==> config.mk <==
export PLATFORM = sky130hd
export DESIGN_NAME = seqdet_prog
export DESIGN_NICKNAME = d
export VERILOG_FILES = /design/src/rtl/seqdet_pkg.sv /design/src/rtl/seqdet_history.sv /design/src/rtl/seqdet_prog.sv
export SDC_FILE = /design/constraint.sdc
export NUM_CORES = 1
export LEC_CHECK = 0
export CORE_ASPECT_RATIO = 1.5
export CORE_MARGIN = 8
export CORE_UTILIZATION = 60
export CTS_CLUSTER_SIZE = 28
export DETAILED_ROUTE_END_ITERATION = 12
export MAX_ROUTING_LAYER = met4
export PLACE_DENSITY = 0.81
export SLEW_MARGIN = 30
export SYNTH_ARGS = -nofsm -noshare
export SYNTH_HDL_FRONTEND = slang
export SYNTH_HIERARCHICAL = 1
export SYNTH_SLANG_ARGS = --single-unit
==> constraint.sdc <==
create_clock -name clk -period 7.2 [get_ports clk]
set_input_delay 1.44 -clock clk [delete_from_list [all_inputs] [get_ports clk]]
set_output_delay 1.44 -clock clk [all_outputs]
set_load 0.005 [all_outputs]
==> src/rtl/seqdet_pkg.sv <==
// rtl/seqdet_pkg.sv - shared state/mode types and encodings for the programmable sequence detector
package seqdet_pkg;

  localparam logic [1:0] S_IDLE  = 2'd0;
  localparam logic [1:0] S_ARMED = 2'd1;
  localparam logic [1:0] S_DONE  = 2'd2;

  typedef enum logic [1:0] {
    ST_IDLE  = S_IDLE,
    ST_ARMED = S_ARMED,
    ST_DONE  = S_DONE
  } seqdet_state_t;

  localparam logic [1:0] MODE_ENC_OVERLAP    = 2'd0;
  localparam logic [1:0] MODE_ENC_NONOVERLAP = 2'd1;
  localparam logic [1:0] MODE_ENC_ONESHOT    = 2'd2;

  typedef enum logic [1:0] {
    MODE_OVERLAP    = MODE_ENC_OVERLAP,
    MODE_NONOVERLAP = MODE_ENC_NONOVERLAP,
    MODE_ONESHOT    = MODE_ENC_ONESHOT
  } seqdet_mode_t;

  // The reserved encoding folds onto OVERLAP.
  function automatic seqdet_mode_t decode_mode(input logic [1:0] enc);
    case (enc)
      MODE_ENC_NONOVERLAP: return MODE_NONOVERLAP;
      MODE_ENC_ONESHOT:    return MODE_ONESHOT;
      default:             return MODE_OVERLAP;
    endcase
  endfunction

endpackage

==> src/rtl/seqdet_history.sv <==
// rtl/seqdet_history.sv - symbol history shift register with saturating fill counter
module seqdet_history
  import seqdet_pkg::*;
#(
  parameter int SYM_W   = 3,
  parameter int MAX_LEN = 8,
  parameter int LEN_W   = $clog2(MAX_LEN + 1)
) (
  input  logic                     clk,
  input  logic                     reset_n,
  input  logic                     shift,
  input  logic                     clear,
  input  logic [SYM_W-1:0]         sym,
  output logic [MAX_LEN*SYM_W-1:0] hist,
  output logic [LEN_W-1:0]         fill
);

  localparam logic [LEN_W-1:0] FULL = LEN_W'(MAX_LEN);

  // Slot 0 (LSBs) holds the newest symbol; clear resets only the fill count.
  always_ff @(posedge clk or negedge reset_n) begin
    if (!reset_n) begin
      hist <= '0;
      fill <= '0;
    end else begin
      if (shift) hist <= {hist[(MAX_LEN-1)*SYM_W-1:0], sym};
      if (clear) fill <= '0;
      else if (shift && fill != FULL) fill <= fill + LEN_W'(1);
    end
  end

endmodule

==> src/rtl/seqdet_prog.sv <==
// rtl/seqdet_prog.sv - programmable symbol-sequence detector: config, comparator, FSM and match counter
module seqdet_prog
  import seqdet_pkg::*;
#(
  parameter int SYM_W   = 3,
  parameter int MAX_LEN = 8,
  parameter int CNT_W   = 8,
  localparam int LEN_W  = $clog2(MAX_LEN + 1)
) (
  input  logic                       clk,
  input  logic                       reset_n,
  input  logic                       in_valid,
  input  logic [SYM_W-1:0]           in_sym,
  input  logic                       cfg_we,
  input  logic [$clog2(MAX_LEN)-1:0] cfg_idx,
  input  logic [SYM_W-1:0]           cfg_sym,
  input  logic                       cfg_len_we,
  input  logic [LEN_W-1:0]           cfg_len,
  input  logic [1:0]                 cfg_mode,
  input  logic                       arm,
  input  logic                       disarm,
  output logic                       match,
  output logic [CNT_W-1:0]           match_count,
  output logic                       busy,
  output logic                       done
);

  localparam int IDX_W = $clog2(MAX_LEN);
  localparam logic [LEN_W-1:0] FULL    = LEN_W'(MAX_LEN);
  localparam logic [CNT_W-1:0] CNT_MAX = '1;

  seqdet_state_t state, state_nx;
  seqdet_mode_t  mode;

  logic [SYM_W-1:0]         pat [MAX_LEN];
  logic [LEN_W-1:0]         len;
  logic [MAX_LEN*SYM_W-1:0] hist;
  logic [LEN_W-1:0]         fill, fill_nx;
  logic [SYM_W-1:0]         hist_nx [MAX_LEN];
  logic beat, arm_go, pat_ok, hit, match_evt, hist_clear;
  logic unused_oldest;

  assign beat       = (state == ST_ARMED) && in_valid;
  assign arm_go     = arm && !disarm && (state != ST_ARMED);
  assign fill_nx    = (fill == FULL) ? FULL : fill + LEN_W'(1);
  assign hit        = beat && (fill_nx >= len) && pat_ok;
  assign match_evt  = hit && !disarm;
  assign hist_clear = arm_go || (match_evt && mode == MODE_NONOVERLAP);
  // The oldest entry is shifted out by the beat being compared.
  assign unused_oldest = ^hist[MAX_LEN*SYM_W-1 -: SYM_W];

  seqdet_history #(.SYM_W(SYM_W), .MAX_LEN(MAX_LEN), .LEN_W(LEN_W)) u_history (
    .clk     (clk),
    .reset_n (reset_n),
    .shift   (beat),
    .clear   (hist_clear),
    .sym     (in_sym),
    .hist    (hist),
    .fill    (fill)
  );

  // Matching is judged on the history as it will be after this beat.
  always_comb begin
    hist_nx[0] = in_sym;
    for (int i = 1; i < MAX_LEN; i++) hist_nx[i] = hist[(i-1)*SYM_W +: SYM_W];
  end

  always_comb begin
    pat_ok = 1'b1;
    for (int i = 0; i < MAX_LEN; i++) begin
      if (i < int'(len) && hist_nx[i] != pat[IDX_W'(int'(len) - 1 - i)]) pat_ok = 1'b0;
    end
  end

  always_comb begin
    state_nx = state;
    if (disarm) state_nx = ST_IDLE;
    else if (arm_go) state_nx = ST_ARMED;
    else if (match_evt && mode == MODE_ONESHOT) state_nx = ST_DONE;
  end

  always_ff @(posedge clk or negedge reset_n) begin
    if (!reset_n) begin
      state       <= ST_IDLE;
      mode        <= MODE_OVERLAP;
      match       <= 1'b0;
      match_count <= '0;
      busy        <= 1'b0;
      done        <= 1'b0;
    end else begin
      state <= state_nx;
      match <= match_evt;
      busy  <= (state_nx == ST_ARMED);
      done  <= (state_nx == ST_DONE);
      if (arm_go) begin
        mode        <= decode_mode(cfg_mode);
        match_count <= '0;
      end else if (match_evt && match_count != CNT_MAX) begin
        match_count <= match_count + CNT_W'(1);
      end
    end
  end

  always_ff @(posedge clk or negedge reset_n) begin
    if (!reset_n) begin
      for (int i = 0; i < MAX_LEN; i++) pat[i] <= '0;
      len <= FULL;
    end else if (state == ST_IDLE) begin
      if (cfg_we && int'(cfg_idx) < MAX_LEN) pat[cfg_idx] <= cfg_sym;
      if (cfg_len_we && cfg_len != '0) len <= (cfg_len > FULL) ? FULL : cfg_len;
    end
  end

endmodule

==> metrics.log <==
INFO  metric reg2reg_to = u_history/fill[0]$_DFFE_PN0P_
INFO  metric overflow = 0
INFO  metric maxClockFrequency = 218 MHz
INFO  metric boundaryPins = 33
INFO  metric timing.slew.headroom = 53.2%
INFO  metric post-route-drc-count = 0
INFO  metric y_dimension_of_the_die = 123 um
INFO  metric root_buffer = clkbuf_16
INFO  metric tns = 0 ns
INFO  metric grt_first_pass_wirelength = 16700 um
INFO  metric worstHoldEndpoint = mode[0]$_DFFE_PN0P_
INFO  metric initial_core_util = roughly three fifths
INFO  metric detailed_place.area = 4870 um^2
INFO  metric share_of_cells_above_drive_strength_1 = a little over a fifth
INFO  metric route.detailed.vias_per_inst = 6.05
INFO  metric finalWeightedCongestion = about 0.90
INFO  metric route.final.wire_length = just over 10000 um
INFO  metric first_global_vias = 3184
INFO  metric grtUsageTotal = a little over a fifth
INFO  metric areaGrowthSynthToFinish = 13.6%
INFO  metric post-cts-setup-buffer-count = 0
INFO  metric run_status = complete, no violations
INFO  metric drt_pre_antenna_iters = 4
INFO  metric finalCoreUtilization = 69.2%
INFO  metric finish.instance_area = slightly above 5000 um^2
INFO  metric timing.final.crit_share = 63.8%
INFO  metric antenna-diode-count = 0
INFO  metric numCtsBuffers = 9
INFO  metric place.port_buffers = 32
INFO  metric hold_depth = 2
INFO  metric clock_insertion_delay_worst_skew = 0.34 ns
INFO  metric die_area = 10700 um^2
INFO  metric class_of_the_tightest_hold_or_removal_check = flop to flop
INFO  metric initial_antenna_violation_count = 0
INFO  metric report.final.setup_viol = 0
INFO  metric netlist_area = 4550 um^2
INFO  metric timing.reg2reg.worst_path_depth = 14
INFO  metric min_period = 4.59 ns
INFO  metric cap_viol_max_count = 0
INFO  metric maxSlewViolCount = 0
INFO  metric setup_repair_after_global_routing_missed_its_margin = false
INFO  metric power.density_cell_area = around 320 nW/um^2
INFO  metric worst_hold_startpoint = mode[0]$_DFFE_PN0P_
INFO  metric cts.repair.resized = 0
INFO  metric final-instance-count-excl-fill = 518
INFO  metric tritoncts = done
INFO  metric synthCells = 381
INFO  metric ir_drop = approximately 240 uV
INFO  metric n_fill_cell = 550
INFO  metric ys_warn_count = 6
INFO  metric report.final.hold_viol_count = 0
INFO  metric internal_reg_to_reg_setup_slack = between 2 and 3 ns
INFO  metric grt_start_max_net_pins = 69
INFO  metric register_area = around 1700 um^2
INFO  metric cp_data_arrival_time = 4.82 ns
INFO  metric htree_levels = 3
INFO  metric critPathRequiredTime = 7.42 ns
INFO  metric clock_path_buffers = 2
INFO  metric finalClockSkew = 0.00284 ns
INFO  metric die_width = approximately 87 um
INFO  metric placedCellCount = 502
INFO  metric power.leakage = 2.21 nW
INFO  metric design.core.area = 7470 um^2
INFO  metric critical_register_to_register_path_startpoint = len[0]$_DFFE_PN0P_
INFO  metric cts.sinks = 68
INFO  metric cts_hold_repair.buffers = 0
INFO  metric final_cell_mix = dfrtp_1, mux2i_1, mux2_2, clkdlybuf4s50_1, nand2_1
INFO  metric max_slew.worst_pin.slew = approximately 0.7 ns
INFO  metric routedWlPerCell = 19.9 um
INFO  metric detailedRoute.firstIterationViolations = 227
INFO  metric path_clk_slew = 0.05 ns
INFO  metric num-nets-final = around 450
INFO  metric hpwlAfterDp = 7620 um
INFO  metric number_of_nets_still_failing_antenna_checks_after_routing = 0
INFO  metric fin_hold_ws = 0.522 ns
INFO  metric crit_path_end_kind = flop
INFO  metric std_cell_rows = 39
INFO  metric synthesis.area_per_instance = 11.9 um^2
INFO  metric critical_path.startpoint_type = flop
INFO  metric final_common_cell = dfrtp_1
INFO  metric synth.net_count = between 400 and 500
INFO  metric worst-path-max-fanout = 26
INFO  metric worst-setup-path-type = flop to flop
INFO  metric vias = 3135
INFO  metric multiInputGateArea = approximately 2600 um^2
per-stage QoR:
stage | power [mW] | worst slack [ns]
2_1_floorplan | 1.08 | 3.57
4_1_cts | 1.66 | 2.59
5_1_grt | 1.74 | 2.26
3_3_place_gp | 1.20 | 2.79
3_5_place_dp | 1.23 | 2.65
6_report | 1.66 | 2.61
final cells by class:
class | instances | share of cell area, %
Tap cell | 102 | 2.47
Clock buffer | 15 | 5.57
Multi-Input combinational cell | 284 | 51.3
Inverter | 12 | 0.872
Clock inverter | 1 | 0.0969
Timing Repair Buffer | 36 | 6.76
Sequential cell | 68 | 33.0
registers in the layout, summed over array words and instances (netlist names):
| name | count |
|---|---|
| busy | 1 |
| done | 1 |
| len | 4 |
| match | 1 |
| match_count | 8 |
| mode | 2 |
| pat | 24 |
| state | 2 |
| u_history/fill | 4 |
| u_history/hist | 21 |
power by group:
part	total [mW]	switching, mW	leakage, nW	internal [mW]
Clock	0.423	0.153	0.146	0.270
Combinational	0.639	0.291	1.21	0.348
Sequential	0.594	0.118	0.853	0.477
routing by layer:
layer	part of all wire, %	vias up	global-route usage, %
met3	3.3	25	3.28
met5	0	-	-
met1	38	1552	23.4
met4	3.4	0	11.5
li1	-	1475	-
met2	55	83	36.5
worst max path at each step:
stage	from	endpoint	slack, ns	cells after the start
3_5_place_dp	len[0]$_DFFE_PN0P_	u_history/fill[0]$_DFFE_PN0P_	2.65	14
3_3_place_gp	in_valid	u_history/fill[0]$_DFFE_PN0P_	2.79	8
6_report	len[0]$_DFFE_PN0P_	u_history/fill[0]$_DFFE_PN0P_	2.61	14
5_1_grt	len[0]$_DFFE_PN0P_	u_history/fill[0]$_DFFE_PN0P_	2.26	14
2_1_floorplan	len[0]$_DFFE_PN0P_	u_history/fill[0]$_DFFE_PN0P_	3.57	18
4_1_cts	len[0]$_DFFE_PN0P_	u_history/fill[0]$_DFFE_PN0P_	2.59	14
worst max-delay path: stages, from the launching register on:
cell,delay (ns)
dfrtp_1,0.33
buf_4,0.36
inv_2,0.14
ha_1,0.66
buf_4,0.40
mux4_2,0.59
mux2i_1,0.19
xnor2_1,0.10
o32ai_1,0.28
and3_1,0.19
a41o_2,0.34
and2_1,0.29
a31o_1,0.28
nor2_1,0.06
mux2_2,0.26
Note: power is estimated with default switching activity, not from simulation.
==> edit 1: new RTL, same settings <==
Set the parameter `CNT_W` to 6 (it was 8).
--- a/src/rtl/seqdet_prog.sv
+++ b/src/rtl/seqdet_prog.sv
@@ -4,7 +4,7 @@
 #(
   parameter int SYM_W   = 3,
   parameter int MAX_LEN = 8,
-  parameter int CNT_W   = 8,
+  parameter int CNT_W   = 6,
   localparam int LEN_W  = $clog2(MAX_LEN + 1)
 ) (
   input  logic                       clk,
Ports: changed (resized match_count); port bits go from 33 to 31. No check against the original RTL was run, so the function may have changed too.
==> edit 1 against the unedited design <==
- setup slack worse by 0.15 ns
- fmax down 3.2%
- critical path type unchanged
- area after synthesis down 4.6%
- combinational power hardly changed
- highest routed layer unchanged
- total power fell by 7.0%
- largest cell class unchanged
- non-clock buffer count down 3
- final area fell by 6.2%
- sequential cell count is 2 lower
- routed wire length fell by 11%
==> edit 1: results (changes against the unedited design) <==
grt:
  grt_pass1_vias: 3091  # -2.9%
  top_usage_layer: "met2"
  grt_max_degree: 67  # -2.9%
  grt_use_met3_pct: 4.65  # +1.4 points
  grt_pass1_wl_microns: 15400  # -7.4%
  antenna_found_initial: 0  # unchanged
  grt_use_total_pct: 20.2  # -1.2 points
  met2_usage_pct: 33.9  # -2.6 points
  met1_usage_pct: 20.7  # -2.7 points
yosys:
  synth_nets: 382  # -8.0%
  syn_area_per_cell_sq_um: 12.5  # +4.5%
worst_hold_path:
  worstHoldStart: "u_history/hist[20]$_DFFE_PN0P_"
  hold_class: "reg2reg"
  hold_depth: 1  # -1
  hold_path_end: "u_history/hist[20]$_DFFE_PN0P_"
worst_setup_path:
  worstReg2RegStart: "len[0]$_DFFE_PN0P_"
  worst-r2r-setup-slack_ns: 2.45  # -0.15 ns
  critPathMaxFanout: 22  # -15%
  r2r-end: "u_history/fill[0]$_DFFE_PN0P_"
  criticalPathCategory: "reg2reg"
  crit_arrival_ns: 5.00  # +0.18 ns
  ff2ff_path_depth: 13  # -1
placed_design:
  post-place-cells: 448  # -11%
  hpwl_microns: 7090  # -7.0%
  post-place-ws_ns: 2.07  # -0.582 ns
  io_buffers: 30  # -6.3%
  place_area_sq_mm: 0.00464  # -4.7%
  gp_congestion: 0.913  # +1.9%
sta:
  clock_skew_ns: 0.00882  # +0.00598 ns
  clock.fmax_mhz: 211  # -3.2%
  worst_slew_pin_slew_ns: 0.906  # +0.207 ns
  whs_ns: 0.541  # +0.0186 ns
cts:
  path_clk_slew_ns: 0.08  # +0.03 ns
  cts_buffers: 9  # unchanged
  clock_latency_ns: 0.36  # +0.02 ns
  cts-root-buf: "clkbuf_8"
  clock_path_buffers: 2  # unchanged
final_layout:
  reg_top3: "pat (24), u_history/hist (21), match_count (6)"
  layout-drive-gt1-share_pct: 26.3  # +5.1 points
  nNetsFinal: 413  # -7.2%
  nFillCells: 534  # -2.9%
  area_delta_synth_final_pct: 11.6
pwr:
  peakVddDrop_uv: 142  # -40%
  leakagePower_nw: 2.01  # -9.3%
drt:
  wl_met1_microns: 3520  # -11%
  dr.pass1.iters: 4  # unchanged
  via_per_inst: 6.28  # +3.8%
  drtIter0Drc: 133  # -41%
  wl_met3_microns: 349  # +3.9%
  via_count: 2914  # -7.0%
  routed_wl_microns: 9190  # -11%
  met2_length_microns: 4940  # -13%
run_status:
  status: "finished, final reports clean"
edit 1: where the power goes:
group | internal, mW | leakage, nW | switching (mW) | total [mW]
Combinational | 0.353 | 1.09 | 0.288 | 0.641
Sequential | 0.465 | 0.824 | 0.115 | 0.580
Clock | 0.169 | 0.0945 | 0.151 | 0.320
Total | 0.986 | 2.01 | 0.554 | 1.54
edit 1: worst max-delay path: stages, from the launching register on:
cell and delay, ns:
dfrtp_2 0.70, inv_2 0.20, ha_1 0.62, buf_4 0.41
mux2i_1 0.20, mux4_2 0.50, xor2_1 0.14, a21oi_1 0.08
nor4_1 0.41, a41oi_2 0.39, nor2_1 0.38, a31o_2 0.27
nor2_1 0.06, mux2_2 0.26
edit 1: cell type report:
cell class                      instances  area share [%]
Multi-Input combinational cell        254            51.9
Sequential cell                        66            34.1
Timing Repair Buffer                   33            6.56
Clock buffer                           10            2.84
Tap cell                               80            2.07
Clock inverter                          6            1.37
Inverter                               15            1.16
==> edit 2: new RTL, same settings <==
Without the edit above. Register the input `cfg_mode` before use. The logic sees it one clock later. The other inputs are not delayed to match.
--- a/src/rtl/seqdet_prog.sv
+++ b/src/rtl/seqdet_prog.sv
@@ -28,6 +28,12 @@
   localparam int IDX_W = $clog2(MAX_LEN);
   localparam logic [LEN_W-1:0] FULL    = LEN_W'(MAX_LEN);
   localparam logic [CNT_W-1:0] CNT_MAX = '1;
+
+  logic [1:0] cfg_mode_q;
+
+  always_ff @(posedge clk) begin
+    cfg_mode_q <= cfg_mode;
+  end
 
   seqdet_state_t state, state_nx;
   seqdet_mode_t  mode;
@@ -93,7 +99,7 @@
       busy  <= (state_nx == ST_ARMED);
       done  <= (state_nx == ST_DONE);
       if (arm_go) begin
-        mode        <= decode_mode(cfg_mode);
+        mode        <= decode_mode(cfg_mode_q);
         match_count <= '0;
       end else if (match_evt && match_count != CNT_MAX) begin
         match_count <= match_count + CNT_W'(1);
Behaviour: not the same (Yosys sat finds a counterexample within 4 cycles, from zero or initial values and one cycle with reset_n low).
==> edit 2 against the unedited design <==
- total power shrank 6.3%
- final area fell by 2.5%
- via count down 4.5%
- critical path depth is the same
- sequential cell count increased by 2
- clock skew grew 0.0036 ns
- area after synthesis down 2.0%
- non-clock buffer count fell by 1
- setup slack worse by 0.43 ns
- routed wire length shrank 9.0%
- critical path type unchanged
- critical endpoint unchanged
==> edit 2: results (changes against the unedited design) <==
worst_setup_path:
  r2r-end: "u_history/fill[0]$_DFFE_PN0P_"
  crit_arrival_ns: 5.27  # +0.45 ns
  worstReg2RegStart: "len[0]$_DFFE_PN0P_"
  critPathMaxFanout: 24  # -7.7%
  ff2ff_path_depth: 14  # unchanged
  cp_slowest_cell: "ha_2"
  critPathMaxStageDelay_ns: 0.80  # +0.14 ns
  start_kind: "register"
  worst-r2r-setup-slack_ns: 2.17  # -0.43 ns
  end_kind: "register"
sta:
  clock_skew_ns: 0.00643  # +0.00359 ns
  worst_slew_pin_slew_ns: 0.915  # +0.216 ns
  drv_slew: 0  # unchanged
drt:
  drtIter0Drc: 187  # -18%
  via_count: 2994  # -4.5%
  drc: 0  # unchanged
  routed_wl_microns: 9360  # -9.0%
  dr.pass1.iters: 4  # unchanged
placed_design:
  hpwl_microns: 7150  # -6.1%
  post-place-cells: 486  # -3.2%
  io_buffers: 32  # unchanged
  place_area_sq_mm: 0.00483  # -0.80%
  gp_congestion: 0.890  # -0.80%
grt:
  met1_usage_pct: 22.3  # -1.1 points
  grt_max_degree: 69  # unchanged
  grt_use_total_pct: 19.3  # -2.2 points
  grt_pass1_wl_microns: 15000  # -10%
  grt_use_met3_pct: 3.37  # +0.087 points
  met2_usage_pct: 31.7  # -4.8 points
cts:
  htreeDepth: 3  # unchanged
  clock_path_buffers: 2  # unchanged
  ctsResizeCount: 0  # unchanged
  cts-root-buf: "clkbuf_8"
  cts_buffers: 9  # unchanged
  ctsHoldBuffers: 0  # unchanged
  clock_latency_ns: 0.36  # +0.02 ns
  path_clk_slew_ns: 0.07  # +0.02 ns
worst_hold_path:
  worstHoldStart: "cfg_mode_q[0]$_DFF_P_"
  hold_class: "reg2reg"
  hold_depth: 2  # unchanged
run_status:
  status: "finished, final reports clean"
final_layout:
  nFillCells: 537  # -2.4%
  layout-drive-gt1-share_pct: 26.6  # +5.5 points
  nNetsFinal: 431  # -3.1%
  finalNonFillerCells: 502  # -3.1%
  reg_top3: "pat (24), u_history/hist (21), match_count (8)"
  antennaDiodeCount: 0  # unchanged
pwr:
  peakVddDrop_uv: 195  # -18%
  leakagePower_nw: 2.14  # -3.2%
yosys:
  ys_warn_count: 6  # unchanged
  synthCells: 364  # -4.5%
  synth_nets: 398  # -4.1%
## edit 2: report_power, final
part | total (mW) | switching (mW) | internal (mW)
Combinational | 0.636 | 0.284 | 0.352
Clock | 0.320 | 0.143 | 0.177
Sequential | 0.596 | 0.108 | 0.487
## edit 2: how the worst min path moves through the flow
stage | endpoint | slack, ns
6_report | mode[0]$_DFFE_PN0P_ | 0.47
3_3_place_gp | mode[1]$_DFFE_PN0P_ | 0.45
3_5_place_dp | mode[1]$_DFFE_PN0P_ | 0.47
4_1_cts | mode[0]$_DFFE_PN0P_ | 0.47
5_1_grt | mode[1]$_DFFE_PN0P_ | 0.48
2_1_floorplan | mode[0]$_DFFE_PN0P_ | 0.44
## edit 2: cell type report
| class | count | area share (%) |
|---|---|---|
| inverter | 13 | 0.969 |
| tap | 100 | 2.48 |
| clock inverter | 4 | 0.894 |
| timing repair buffer | 35 | 6.78 |
| multi-input combinational | 268 | 51.2 |
| sequential | 70 | 34.6 |
| clock buffer | 12 | 3.08 |
## edit 2: worst max-delay path: cells and delay by family (launching register included)
| family | cells | cell delay, ns |
|---|---|---|
| compound gates | 2 | 1.09 |
| xor+xnor | 1 | 0.19 |
| fa+ha+maj | 1 | 0.80 |
| buf+inv | 3 | 0.62 |
| flops | 1 | 0.70 |
| mux | 3 | 0.85 |
| simple gates | 4 | 0.66 |
## edit 2: metal layers
metal	wire (microns)	vias up
met5	0	-
met4	190	0
met3	237	14
met2	5020	52
met1	3910	1508
li1	-	1420
## edit 2: metrics by stage
step / setup slack [ns] / hold WS (ns) / util [%] / power (mW)
finish: 2.17 / 0.468 / 69.7 / 1.55
global route: 1.79 / 0.483 / 69.7 / 1.64
CTS: 1.81 / 0.474 / 69.6 / 1.56
detailed placement: 1.86 / 0.465 / 66.8 / 1.24
global placement: 1.81 / 0.447 / 66.8 / 1.22
floorplan: 3.32 / 0.436 / - / 1.09
